## src/rtl/fpm_mant_mul_seq_if.sv

```systemverilog
// Operand/result handshake bundle for the iterative FP mantissa multiply stage.
// Upstream/downstream side uses master; the multiply stage uses slave.
interface fpm_mant_mul_seq_if #(
    parameter int unsigned MW = 24,
    parameter int unsigned EW = 8
);
    logic          in_valid;
    logic          in_ready;
    logic          sign_a;
    logic          sign_b;
    logic [EW-1:0] exp_a;
    logic [EW-1:0] exp_b;
    logic [MW-1:0] man_a;
    logic [MW-1:0] man_b;
    logic          out_valid;
    logic          out_ready;
    logic          out_sign;
    logic [EW-1:0] out_exp;
    logic [MW-2:0] out_man;
    logic          out_ovf;
    logic          out_unf;
    logic          busy;

    modport master (
        output in_valid, sign_a, sign_b, exp_a, exp_b, man_a, man_b, out_ready,
        input  in_ready, out_valid, out_sign, out_exp, out_man, out_ovf, out_unf, busy
    );

    modport slave (
        input  in_valid, sign_a, sign_b, exp_a, exp_b, man_a, man_b, out_ready,
        output in_ready, out_valid, out_sign, out_exp, out_man, out_ovf, out_unf, busy
    );
endinterface

```

## src/rtl/fpm_mant_mul_seq.sv

```systemverilog
// Iterative shift-add mantissa multiplier with exponent rebias, normalisation
// (truncating) and overflow/underflow/zero handling, one product bit per clock.
module fpm_mant_mul_seq #(
    parameter int unsigned MW   = 24,
    parameter int unsigned EW   = 8,
    parameter int unsigned BIAS = 127
) (
    input logic              clk,
    input logic              rst,
    fpm_mant_mul_seq_if.slave bus
);
    localparam int unsigned PW = 2 * MW;
    localparam int unsigned SW = EW + 2;
    localparam int unsigned CW = $clog2(MW);
    localparam logic signed [SW-1:0] EXP_MAX = SW'((2 ** EW) - 1);
    localparam logic [CW-1:0]        LAST_STEP = CW'(MW - 1);

    typedef enum logic [1:0] {IDLE, MUL, NORM, DONE} state_t;

    state_t                state;
    logic [MW-1:0]         mcand;
    logic [PW-1:0]         prod;
    logic [CW-1:0]         cnt;
    logic signed [SW-1:0]  exp_sum;
    logic                  sign_r;
    logic                  zero_r;

    logic [MW:0]           upper_c;
    logic signed [SW-1:0]  exp_in_c;
    logic signed [SW-1:0]  exp_norm_c;
    logic [MW-2:0]         man_norm_c;
    logic                  ovf_c;
    logic                  unf_c;

    // Lower product half doubles as the multiplier: its LSB selects the add,
    // and it drains out as the product shifts in from the top.
    assign upper_c    = {1'b0, prod[PW-1:MW]} + (prod[0] ? {1'b0, mcand} : '0);
    assign exp_in_c   = $signed(SW'(bus.exp_a) + SW'(bus.exp_b) - SW'(BIAS));
    assign exp_norm_c = exp_sum + $signed(SW'(prod[PW-1]));
    assign man_norm_c = prod[PW-1] ? prod[PW-2:MW] : prod[PW-3:MW-1];
    assign ovf_c      = (exp_norm_c >= EXP_MAX);
    assign unf_c      = exp_norm_c[SW-1] || (exp_norm_c == '0);

    always_ff @(posedge clk) begin
        if (!rst) begin
            state         <= IDLE;
            mcand         <= '0;
            prod          <= '0;
            cnt           <= '0;
            exp_sum       <= '0;
            sign_r        <= 1'b0;
            zero_r        <= 1'b0;
            bus.in_ready  <= 1'b1;
            bus.out_valid <= 1'b0;
            bus.out_sign  <= 1'b0;
            bus.out_exp   <= '0;
            bus.out_man   <= '0;
            bus.out_ovf   <= 1'b0;
            bus.out_unf   <= 1'b0;
            bus.busy      <= 1'b0;
        end else begin
            case (state)
                IDLE: begin
                    if (bus.in_valid && bus.in_ready) begin
                        mcand        <= bus.man_a;
                        prod         <= {{MW{1'b0}}, bus.man_b};
                        cnt          <= '0;
                        exp_sum      <= exp_in_c;
                        sign_r       <= bus.sign_a ^ bus.sign_b;
                        zero_r       <= (bus.exp_a == '0) || (bus.exp_b == '0);
                        bus.in_ready <= 1'b0;
                        bus.busy     <= 1'b1;
                        state        <= MUL;
                    end
                end
                MUL: begin
                    prod <= {upper_c, prod[MW-1:1]};
                    cnt  <= cnt + CW'(1);
                    if (cnt == LAST_STEP) begin
                        state <= NORM;
                    end
                end
                NORM: begin
                    bus.out_sign <= sign_r;
                    bus.out_ovf  <= 1'b0;
                    bus.out_unf  <= 1'b0;
                    // Zero operand dominates, then overflow, then underflow.
                    if (zero_r) begin
                        bus.out_exp <= '0;
                        bus.out_man <= '0;
                    end else if (ovf_c) begin
                        bus.out_exp <= '1;
                        bus.out_man <= '0;
                        bus.out_ovf <= 1'b1;
                    end else if (unf_c) begin
                        bus.out_exp <= '0;
                        bus.out_man <= '0;
                        bus.out_unf <= 1'b1;
                    end else begin
                        bus.out_exp <= exp_norm_c[EW-1:0];
                        bus.out_man <= man_norm_c;
                    end
                    bus.out_valid <= 1'b1;
                    bus.busy      <= 1'b0;
                    state         <= DONE;
                end
                DONE: begin
                    if (bus.out_ready) begin
                        bus.out_valid <= 1'b0;
                        bus.in_ready  <= 1'b1;
                        state         <= IDLE;
                    end
                end
                default: state <= IDLE;
            endcase
        end
    end
endmodule

```

## src/flat_wrapper.sv

```systemverilog
// flat-port wrapper written by rule: the top's interface ports become plain ports
module fpm_mant_mul_seq_flat 
#(
    parameter int unsigned MW   = 24,
    parameter int unsigned EW   = 8,
    parameter int unsigned BIAS = 127
)
  (clk, rst, bus_in_valid, bus_sign_a, bus_sign_b, bus_exp_a, bus_exp_b, bus_man_a, bus_man_b, bus_out_ready, bus_in_ready, bus_out_valid, bus_out_sign, bus_out_exp, bus_out_man, bus_out_ovf, bus_out_unf, bus_busy);
  fpm_mant_mul_seq_if #(.MW(MW), .EW(EW)) bus_i ();
  input logic clk;
  input logic rst;
  input wire logic [$bits(bus_i.in_valid)-1:0] bus_in_valid;
  input wire logic [$bits(bus_i.sign_a)-1:0] bus_sign_a;
  input wire logic [$bits(bus_i.sign_b)-1:0] bus_sign_b;
  input wire logic [$bits(bus_i.exp_a)-1:0] bus_exp_a;
  input wire logic [$bits(bus_i.exp_b)-1:0] bus_exp_b;
  input wire logic [$bits(bus_i.man_a)-1:0] bus_man_a;
  input wire logic [$bits(bus_i.man_b)-1:0] bus_man_b;
  input wire logic [$bits(bus_i.out_ready)-1:0] bus_out_ready;
  output wire logic [$bits(bus_i.in_ready)-1:0] bus_in_ready;
  output wire logic [$bits(bus_i.out_valid)-1:0] bus_out_valid;
  output wire logic [$bits(bus_i.out_sign)-1:0] bus_out_sign;
  output wire logic [$bits(bus_i.out_exp)-1:0] bus_out_exp;
  output wire logic [$bits(bus_i.out_man)-1:0] bus_out_man;
  output wire logic [$bits(bus_i.out_ovf)-1:0] bus_out_ovf;
  output wire logic [$bits(bus_i.out_unf)-1:0] bus_out_unf;
  output wire logic [$bits(bus_i.busy)-1:0] bus_busy;
  assign bus_i.in_valid = bus_in_valid;
  assign bus_i.sign_a = bus_sign_a;
  assign bus_i.sign_b = bus_sign_b;
  assign bus_i.exp_a = bus_exp_a;
  assign bus_i.exp_b = bus_exp_b;
  assign bus_i.man_a = bus_man_a;
  assign bus_i.man_b = bus_man_b;
  assign bus_i.out_ready = bus_out_ready;
  assign bus_in_ready = bus_i.in_ready;
  assign bus_out_valid = bus_i.out_valid;
  assign bus_out_sign = bus_i.out_sign;
  assign bus_out_exp = bus_i.out_exp;
  assign bus_out_man = bus_i.out_man;
  assign bus_out_ovf = bus_i.out_ovf;
  assign bus_out_unf = bus_i.out_unf;
  assign bus_busy = bus_i.busy;
  fpm_mant_mul_seq #(.MW(MW), .EW(EW), .BIAS(BIAS)) u_core (.clk(clk), .rst(rst), .bus(bus_i));
endmodule
```

## config.mk

```make
export PLATFORM = sky130hd
export DESIGN_NAME = fpm_mant_mul_seq_flat
export DESIGN_NICKNAME = d
export VERILOG_FILES = /design/src/rtl/fpm_mant_mul_seq_if.sv /design/src/rtl/fpm_mant_mul_seq.sv /design/src/flat_wrapper.sv
export SDC_FILE = /design/constraint.sdc
export NUM_CORES = 1
export LEC_CHECK = 0
export CORE_ASPECT_RATIO = 0.9
export CORE_MARGIN = 2
export CORE_UTILIZATION = 35
export CTS_CLUSTER_DIAMETER = 30
export DETAILED_ROUTE_END_ITERATION = 16
export SETUP_SLACK_MARGIN = 0.2
export SYNTH_ARGS = -nofsm -noshare
export SYNTH_HDL_FRONTEND = slang
export SYNTH_SLANG_ARGS = --single-unit
```

## constraint.sdc

```tcl
create_clock -name clk -period 2.4 [get_ports clk]
set_input_delay 0.36 -clock clk [delete_from_list [all_inputs] [get_ports clk]]
set_output_delay 0.36 -clock clk [all_outputs]
set_load 0.01 [all_outputs]
```

======== Yosys cells after proc, flatten, opt, wreduce, memory -nomap -nowiden ========
Cells that the tools add are included.
word-level totals
  input port bits ......................... 70
  flip-flop bits (word level) ............. 128
  logic and storage cells ................. 74
cells by class
  reduce and logical (&&, ||, !) cells .... 17
  bitwise gates (word level) .............. 1
  $lt $le $gt $ge ......................... 1
  muxes and demuxes ....................... 28
  equal/unequal tests ..................... 7
  add/sub/neg operators ................... 5
operators with widths
  kind                                                                number
  case mux 48 bit (2 select lines)                                    1
  two-way mux 23 bit                                                  4
  two-way mux 48 bit                                                  1
  adder 24 x 25 -> 25 bit                                             1
  two-way mux 24 bit                                                  1
  two-way mux 8 bit                                                   3
  logical NOT 8 bit                                                   2
  adder 10 x 2 -> 10 bit                                              1
  greater-or-equal comparator 10 x 9 -> 1 bit, second input constant  1
  logical NOT 10 bit                                                  1
  case mux 5 bit (2 select lines)                                     1
  subtractor 10 x 7 -> 10 bit, second input constant                  1
  adder 8 x 8 -> 9 bit                                                1
  two-way mux 1 bit                                                   9
  case mux 2 bit (4 select lines)                                     1
  AND reduction 2 bit                                                 4
  nonzero test 2 bit                                                  4
  two-way mux 2 bit                                                   3
  case mux 1 bit (2 select lines)                                     3
  AND reduction 3 bit                                                 2
  adder 5 x 1 -> 5 bit, second input constant                         1
  == test 5 bit, second input constant                                1
  two-way mux 5 bit                                                   1
  == test 2 bit, second input constant                                2
  7 further kinds                                                     9

======== Depth between registers and ports, before layout ========
Gate-level depths: netlist (run 1).
  depth in word-level cells ............... 6
  gate-level depth with buffers ........... 11
  gate-level depth less buffers ........... 10

======== Least setup slack after synthesis (run 1) ========
No wires, ideal clock.
  path kind ............................... register to register
  from .................................... reg u_core.prod[0]
  to ...................................... reg u_core.prod[46]
  stages on the path, launching flop included .. 10
  library setup time ...................... 117 ps
  slack ................................... -245 ps
  data required time ...................... 2283 ps
  arrival ................................. 2527 ps
  cells stage by stage .................... dfxtp_1 -> clkbuf_1 -> and2_1 -> ha_1 -> a2111oi_0 -> o21ai_0 -> a41oi_2 -> a2111oi_0 -> or3_1 -> a32o_1
on the way
  word-level cells in the longest chain between the ends .. 3
RTL lines
  element                           RTL line                RTL
  start, declared                   fpm_mant_mul_seq.sv:22  logic [PW-1:0] prod;
  start signal, assigned            fpm_mant_mul_seq.sv:66  prod <= {{MW{1'b0}}, bus.man_b};
  start signal, assigned            fpm_mant_mul_seq.sv:77  prod <= {upper_c, prod[MW-1:1]};
  two-way mux 24 bit                fpm_mant_mul_seq.sv:37  assign upper_c = {1'b0, prod[PW-1:MW]} + (prod[0] ? {1'b0, mcand} : '0);
  adder 24 x 25 -> 25 bit           fpm_mant_mul_seq.sv:37
  case mux 48 bit (2 select lines)  fpm_mant_mul_seq.sv:62  case (state)
Every way passes these cells.
A chain may end at the register's enable or synchronous reset.

======== Final worst setup path (run 1) ========
Ends and elaborated chain as after synthesis.

==> metrics.md, run 1 <==
| Metric | Value |
|---|---|
| Status | `finished with violations` |
| Failing checks | `setup timing` |
| Number of top-level pins | `107` |
| Setup crit end kind | `register` |
| Leakage dissipation | `4.05 nW` |
| Hold Fails Final Rpt | `0` |
| Worst hold slack | `0.259 ns` |
| WL/cell | `15.4 um` |
| Main area contributors after synthesis | `dfxtp_1 (37%), ha_1 (7.4%), mux2i_1 (7.0%)` |
| DRC Markers | `0` |
| Dpl cell area | `9170 um2` |
| R2R Path End | `u_core.prod[46]$_SDFFE_PN0P_` |
| Antenna violations before repair | `0` |
| Worst path cell trace | `buf_12, and2_4, ha_4, and2_4, a221o_1, nor3_2, o31ai_1, or3_1, a32o_1` |
| Vias per inst | `5.19` |
| Worst path bufs/invs | `1` |
| Critical path's largest stage delay | `0.38 ns` |
| Worst Hold End | `u_core.exp_sum[0]$_SDFFE_PN0P_` |
| Most frequent cells in the layout | `dfxtp_1 (125), nand2_1 (123), buf_4 (106), clkdlybuf4s50_1 (94), nor2_1 (70)` |
| Reg-to-Reg Start | `u_core.prod[0]$_SDFFE_PN0P_` |
| YS warnings | `0` |
| Cell mode on critical path | `and2_4` |
| Cell area power density | `776 nW/um2` |
| Syn nets | `952` |
| Vias in the first global route | `6553` |
| ANT nets after route | `0` |
| Sequential power share | `34.2%` |
| Clk pwr share | `32.3%` |
| Asr flop ratio synth | `0%` |
| Area delta synth->final | `51.8%` |
| Die area | `21100 um2` |
| DP Cell Count | `1246` |
| Arr. time, crit path | `2.74 ns` |
| Total track usage | `18.9%` |
| Routed WL | `20000 um` |
| Share of cells above drive strength 1 | `25.5%` |
| Critical path class | `register to register` |
| Post-Layout Inst Area | `10600 um2` |
| Total Power | `8.22 mW` |
| Die Y | `138 um` |
| CP max-delay cell | `dfxtp_4` |
| Hold/Removal Path Class | `primary input to register` |
| Min-Delay Path Depth | `3` |
| Hold Startpoint | `bus_exp_a[0]` |
| Post-synth top area share | `36.7%` |
| Worst slew pin tran | `0.687 ns` |
| CP top delay family | `simple AND/OR/NAND/NOR gates` |
| Int Power | `5.36 mW` |
| Layout fillers | `1778` |
| Rel. slew slack | `54.2%` |
| TritonRoute pass-1 iters | `4` |
| Final Core Density | `54.7%` |
| Ys flop type | `dfxtp_1` |
| Clock transition at path regs | `0.06 ns` |
| Fmax | `414 MHz` |
| Final WS setup | `-0.0176 ns` |
| ANT cells | `0` |
| Synth cell types | `59` |
| Final setup viols | `2` |
| Core Box Area | `19300 um2` |
| Sw Ratio | `34.7%` |
| CP Max Fanout | `14` |
| Pin count of the biggest net entering global routing | `62` |
| CTS root buf | `clkbuf_16` |
| 1st-iter DRT viols | `359` |
| Yosys reg bits | `128` |
| Mapped Area | `6970 um2` |
| Via Count | `6767` |
| Total gr overflow | `0` |
| Post-route minimum period | `2.42 ns` |
| Finished Layout Cells | `1303` |
| Logic gate share of total power | `33.5%` |
| Global-route wire length before repair | `32100 um` |
| Clock latency on the worst-skew pair | `0.43 ns` |
| Clock Skews | `0.00788 ns` |
| Peak VDD IR | `0.470 mV` |
| Avg Cell Area, Syn | `8.31 um2` |
| CTS tree | `done` |
| I/O Buffers | `106` |
| Max-cap violations | `0` |
| Sequential area share after synthesis | `36.7%` |
| Dpl hpwl | `13900 um` |
| Post-Syn Instances | `839` |
| R2R Setup Slk | `-0.02 ns` |
| Rows | `48` |
| Reg2reg path depth | `9` |
| H-tree levels | `4` |
| Most common cell after layout, fill and taps aside | `dfxtp_1` |
| EDFF count, synth | `0` |
| CP required | `2.72 ns` |
| Area leader, netlist | `dfxtp_1` |
| Maximum clock path buffer count | `2` |
| Critical Path Source | `u_core.prod[0]$_SDFFE_PN0P_` |
| Tcrit/Tclk final | `101%` |
| Post-CTS Hold Fix Bufs | `0` |
| Fin. max-slew vios | `0` |
| Nets | `1153` |
| Total CTS buffers | `17` |
| Clk sink count | `128` |
| Psw | `2.85 mW` |
| Die Width | `153 um` |
| Setup crit start kind | `register` |
| Initial Util | `36.1%` |
| Routability cong. | `0.812` |
| RSZ-0062 raised after global routing | `true` |
-- cell usage after synthesis, types with 3 or more instances --
| cell | count |
|---|---|
| a2111oi_0 | 3 |
| a211oi_1 | 35 |
| a21o_1 | 8 |
| a21oi_1 | 65 |
| a221o_1 | 6 |
| a22oi_1 | 6 |
| a31oi_1 | 4 |
| a32o_1 | 4 |
| and2_1 | 28 |
| and3_1 | 7 |
| and4_1 | 3 |
| buf_1 | 4 |
| clkbuf_1 | 37 |
| dfxtp_1 | 128 |
| ha_1 | 41 |
| inv_1 | 13 |
| mux2i_1 | 49 |
| nand2_1 | 123 |
| nand2b_1 | 4 |
| nand3_1 | 18 |
| nand3b_1 | 4 |
| nand4_1 | 11 |
| nor2_1 | 72 |
| nor2b_1 | 3 |
| nor3_1 | 8 |
| nor3b_1 | 3 |
| nor4_1 | 5 |
| o2111ai_1 | 3 |
| o211ai_1 | 5 |
| o21a_1 | 8 |
| o21ai_0 | 58 |
| o21bai_1 | 3 |
| or3_1 | 6 |
| xnor2_1 | 16 |
| xor2_1 | 16 |
-- flip-flops by register name (all words and copies together) (netlist names), 2 cells and up --
name,count
u_core.bus.out_exp,8
u_core.bus.out_man,23
u_core.cnt,5
u_core.exp_sum,10
u_core.mcand,24
u_core.prod,48
u_core.state,2
-- through the flow --
stage | setup TNS [ns] | worst slack (ns)
3_5_place_dp | -2.84 | -0.432
5_1_grt | -0.921 | -0.0991
3_3_place_gp | -2.58 | -0.391
2_1_floorplan | 0 | 0.0251
6_report | -0.0196 | -0.0176
4_1_cts | -0.0147 | -0.0147
-- area by class of cell --
type	count	area, um2	area share, %
multi-input combinational	654	4960	46.8
sequential	128	2570	24.3
timing repair buffer	226	2100	19.9
clock buffer	17	425	4.02
tap	250	313	2.95
clock inverter	15	173	1.63
inverter	13	48.8	0.461
-- layer usage --
metal,global-route usage (%),share of wire [%],up-vias
met4,6.69,2.0,0
met3,4.38,4.2,30
met2,30.8,45,123
met5,0,0,-
met1,24.8,49,3178
li1,-,-,3436
-- worst max-delay path by stage --
| stage | end | slack, ns | cells past startpoint |
|---|---|---|---|
| floorplan | u_core.prod[46]$_SDFFE_PN0P_ | 0.03 | 9 |
| global placement | u_core.exp_sum[7]$_SDFFE_PN0P_ | -0.39 | 9 |
| detailed placement | u_core.exp_sum[7]$_SDFFE_PN0P_ | -0.43 | 9 |
| CTS | u_core.prod[46]$_SDFFE_PN0P_ | -0.01 | 9 |
| global route | u_core.prod[33]$_SDFFE_PN0P_ | -0.1 | 10 |
| finish | u_core.prod[46]$_SDFFE_PN0P_ | -0.02 | 9 |
-- power groups by stage --
stage	registers (mW)	logic (mW)	clock network, mW
finish	2.81	2.75	2.65
global route	2.86	3.06	2.79
CTS	2.81	2.69	2.71
detailed placement	2.86	2.58	0
global placement	2.84	2.55	0
floorplan	2.78	1.67	0
-- kinds of logic after synthesis --
family | after synthesis | share of synthesized area (%)
XOR/XNOR | 32 | 4.02
AO/OA/AOI/OAI | 228 | 21.0
adder cells (fa/ha/maj) | 43 | 7.93
multiplexers | 49 | 7.03
buffers and inverters | 57 | 3.21
AND/OR/NAND/NOR | 302 | 20.1
flip-flops | 128 | 36.7
-- worst reg2reg max path, stage by stage, from the launching register on --
cell	delay, ns
dfxtp_4	0.38
buf_12	0.15
and2_4	0.17
ha_4	0.22
and2_4	0.15
a221o_1	0.37
nor3_2	0.16
o31ai_1	0.12
or3_1	0.35
a32o_1	0.24
-- what timing repair did --
action                                 in CTS  in global routing
setup endpoints to repair                  49                 51
setup buffers                              16                  6
pin swaps                                  34                 41
cloned                                      0                  3
endpoints found under the hold margin       0                  0
resized for setup                         107                 45
(Power assumes the default switching activity.)
==> run 2, diff against run 1 <==
- REMOVE_ABC_BUFFERS: not set -> 1
- clock period: 2.4 -> 2.64 ns (I/O delays scaled with it)
==> run 2 against run 1 <==
  * The flow now finishes without violations
  * Register-to-register slack improved by 0.23 ns
  * Utilization decreased by 1.9 points
  * Largest power group is now clock
  * Hold slack improved by 0.17 ns
  * Combinational power decreased by 15%
  * Sequential power decreased by 8.5%
  * Clock skew increased by 0.0014 ns
  * Cell count decreased by 0.15%
  * Via count decreased by 0.99%
  * Total power decreased by 7.9%
  * Critical path type unchanged
==> metrics.md, run 2 (same netlist as run 1, synthesis figures left out) <==
| Metric | Value |
|---|---|
| Critical path's largest stage delay | `0.39 ns` |
| Clk sink count | `128` |
| Tcrit/Tclk final | `92.1%` |
| Fmax | `411 MHz` |
| Area of the multi-input gates | `4640 um2` |
| Int Power | `5.09 mW` |
| Total gr overflow | `0` |
| Fin. max-slew vios | `0` |
| Die Width | `153 um` |
| Peak VDD IR | `0.469 mV` |
| Post-CTS Hold Fix Bufs | `0` |
| Core Box Area | `19300 um2` |
| Rows | `48` |
| Antenna violations before repair | `0` |
| Critical path class | `register to register` |
| Routed WL | `19400 um` |
| Leakage dissipation | `3.91 nW` |
| Routability cong. | `0.819` |
| Reg area | `2570 um2` |
| Area delta synth->final | `46.5%` |
| CTS tree | `done` |
| Most common cell after layout, fill and taps aside | `dfxtp_1` |
| Die Y | `138 um` |
| Dpl hpwl | `13800 um` |
| Max-cap violations | `0` |
| Regs by FF count | `u_core.prod: 48 flops, u_core.mcand: 24 flops, u_core.bus.out_man: 23 flops` |
| Status | `completed` |
| Vias per inst | `5.15` |
| CP Max Fanout | `8` |
| Initial Util | `36.1%` |
| Post-route minimum period | `2.43 ns` |
| Most frequent cells in the layout | `dfxtp_1 (125), nand2_1 (123), buf_4 (113), clkdlybuf4s50_1 (103), nor2_1 (71)` |
| Logic gate share of total power | `31.1%` |
| Setup crit start kind | `register` |
| Hold Fails Final Rpt | `0` |
| RSZ-0062 raised after global routing | `true` |
| CP top delay family | `simple AND/OR/NAND/NOR gates` |
| Die area | `21100 um2` |
| ANT nets after route | `0` |
| Clock latency on the worst-skew pair | `0.42 ns` |
| Global-route wire length before repair | `31300 um` |
| Number of top-level pins | `107` |
| CP max-delay cell | `dfxtp_4` |
| I/O Buffers | `106` |
| Worst slew pin tran | `0.519 ns` |
| Hold/Removal Path Class | `primary input to register` |
| Final setup viols | `0` |
| Worst hold slack | `0.429 ns` |
| Maximum clock path buffer count | `2` |
| H-tree levels | `4` |
| Pin count of the biggest net entering global routing | `41` |
| Sequential power share | `34.0%` |
| Total Power | `7.57 mW` |
| Worst path bufs/invs | `1` |
| Worst path cell trace | `buf_6, and2_4, ha_4, and2_4, a221o_1, nor3_4, o31ai_2, or3_1, a32o_1` |
| Clock transition at path regs | `0.06 ns` |
| ANT cells | `0` |
| Setup crit end kind | `register` |
| Max reg flops | `48` |
| Nets | `1151` |
| Cell area power density | `740 nW/um2` |
| Vias in the first global route | `6315` |
| Rel. slew slack | `65.3%` |
| CTS root buf | `clkbuf_16` |
| Total track usage | `18.2%` |
| 1st-iter DRT viols | `348` |
| Layout fillers | `1813` |
| Largest Register | `u_core.prod` |
| Arr. time, crit path | `2.75 ns` |
| Cell mode on critical path | `and2_4` |
| DRC Markers | `0` |
| Share of cells above drive strength 1 | `21.4%` |
| Clk pwr share | `34.9%` |
| Psw | `2.48 mW` |
| CP required | `2.95 ns` |
| Sw Ratio | `32.7%` |
| Clock Skews | `0.00925 ns` |
| Total CTS buffers | `17` |
| WL/cell | `14.9 um` |
| Via Count | `6700` |
| TritonRoute pass-1 iters | `5` |
==> run 2: cell count changes in the layout (fill, tap and decap cells not counted), moves of 5 or more <==
cell and delta:
o21ai_0 +32, o21ai_2 -19, clkdlybuf4s50_1 +9, ha_4 -9, o21ai_1 -8, buf_4 +7
ha_1 +7, buf_6 -6, dlymetal6s2s_1 -6, inv_6 -6, o21ai_4 -5
==> run 2: metrics by stage <==
stage                     setup WS (ns)  TNS (ns)  utilization [%]  std cells  instance area, um2
after CTS                         0.197         0             51.3       1295                9920
after global routing              0.138         0             52.8       1301               10200
after global placement           -0.381     -1.31             46.5       1256                9000
after detailed placement         -0.412     -1.66             46.5       1256                9000
final                             0.209         0             52.8       1301               10200
after floorplan                   -1.99    -78.26                -        795                6800
==> run 2: worst paths after layout <==
check / slack [ns] / cells past startpoint / end / from
max: 0.21 / 9 / u_core.prod[46]$_SDFFE_PN0P_ / u_core.prod[0]$_SDFFE_PN0P_
min: 0.43 / 4 / u_core.zero_r$_SDFFE_PN0P_ / bus_exp_b[0]
max reg2reg: 0.21 / 9 / u_core.prod[46]$_SDFFE_PN0P_ / u_core.prod[0]$_SDFFE_PN0P_
min reg2reg: 0.45 / 2 / u_core.bus.out_man[1]$_SDFFE_PN0P_ / u_core.bus.out_man[1]$_SDFFE_PN0P_
==> run 2: layout make-up <==
type	instances	share of cell area, %
clock buffers	20	4.47
inverters	13	0.477
well taps	250	3.06
flip-flops and latches	128	25.1
multi-input cells	654	45.4
clock inverters	12	2.02
repair buffers	224	19.4
==> run 2: repair_timing <==
item | 4_1_cts | 5_1_grt
cloned | 1 | 0
pin swaps | 28 | 25
gates resized for setup | 46 | 45
setup buffers | 6 | 6
endpoints found under the setup margin | 22 | 27
==> run 2: power groups by stage <==
stage / Combinational (mW) / Clock, mW / Sequential (mW)
3_5_place_dp: 2.26 / 0 / 2.58
2_1_floorplan: 1.38 / 0 / 2.54
6_report: 2.35 / 2.64 / 2.57
3_3_place_gp: 2.23 / 0 / 2.58
4_1_cts: 2.33 / 2.68 / 2.56
5_1_grt: 2.61 / 2.77 / 2.62
==> run 2: layer usage <==
metal,part of all wire [%],vias up,routed length (um),track usage [%]
met4,1.4,0,276,6.64
met1,49,3138,9560,24.6
met3,4.3,21,841,4.13
li1,-,3416,-,-
met5,0,-,0,0
met2,45,125,8710,28.7
==> run 2: worst register-to-register path, delay by kind of cell, from the launching register on <==
| family | cells | cell delay (ns) |
|---|---|---|
| adder cells (fa/ha/maj) | 1 | 0.23 |
| flip-flops | 1 | 0.39 |
| buffers and inverters | 1 | 0.15 |
| AO/OA/AOI/OAI | 3 | 0.68 |
| AND/OR/NAND/NOR | 4 | 0.88 |
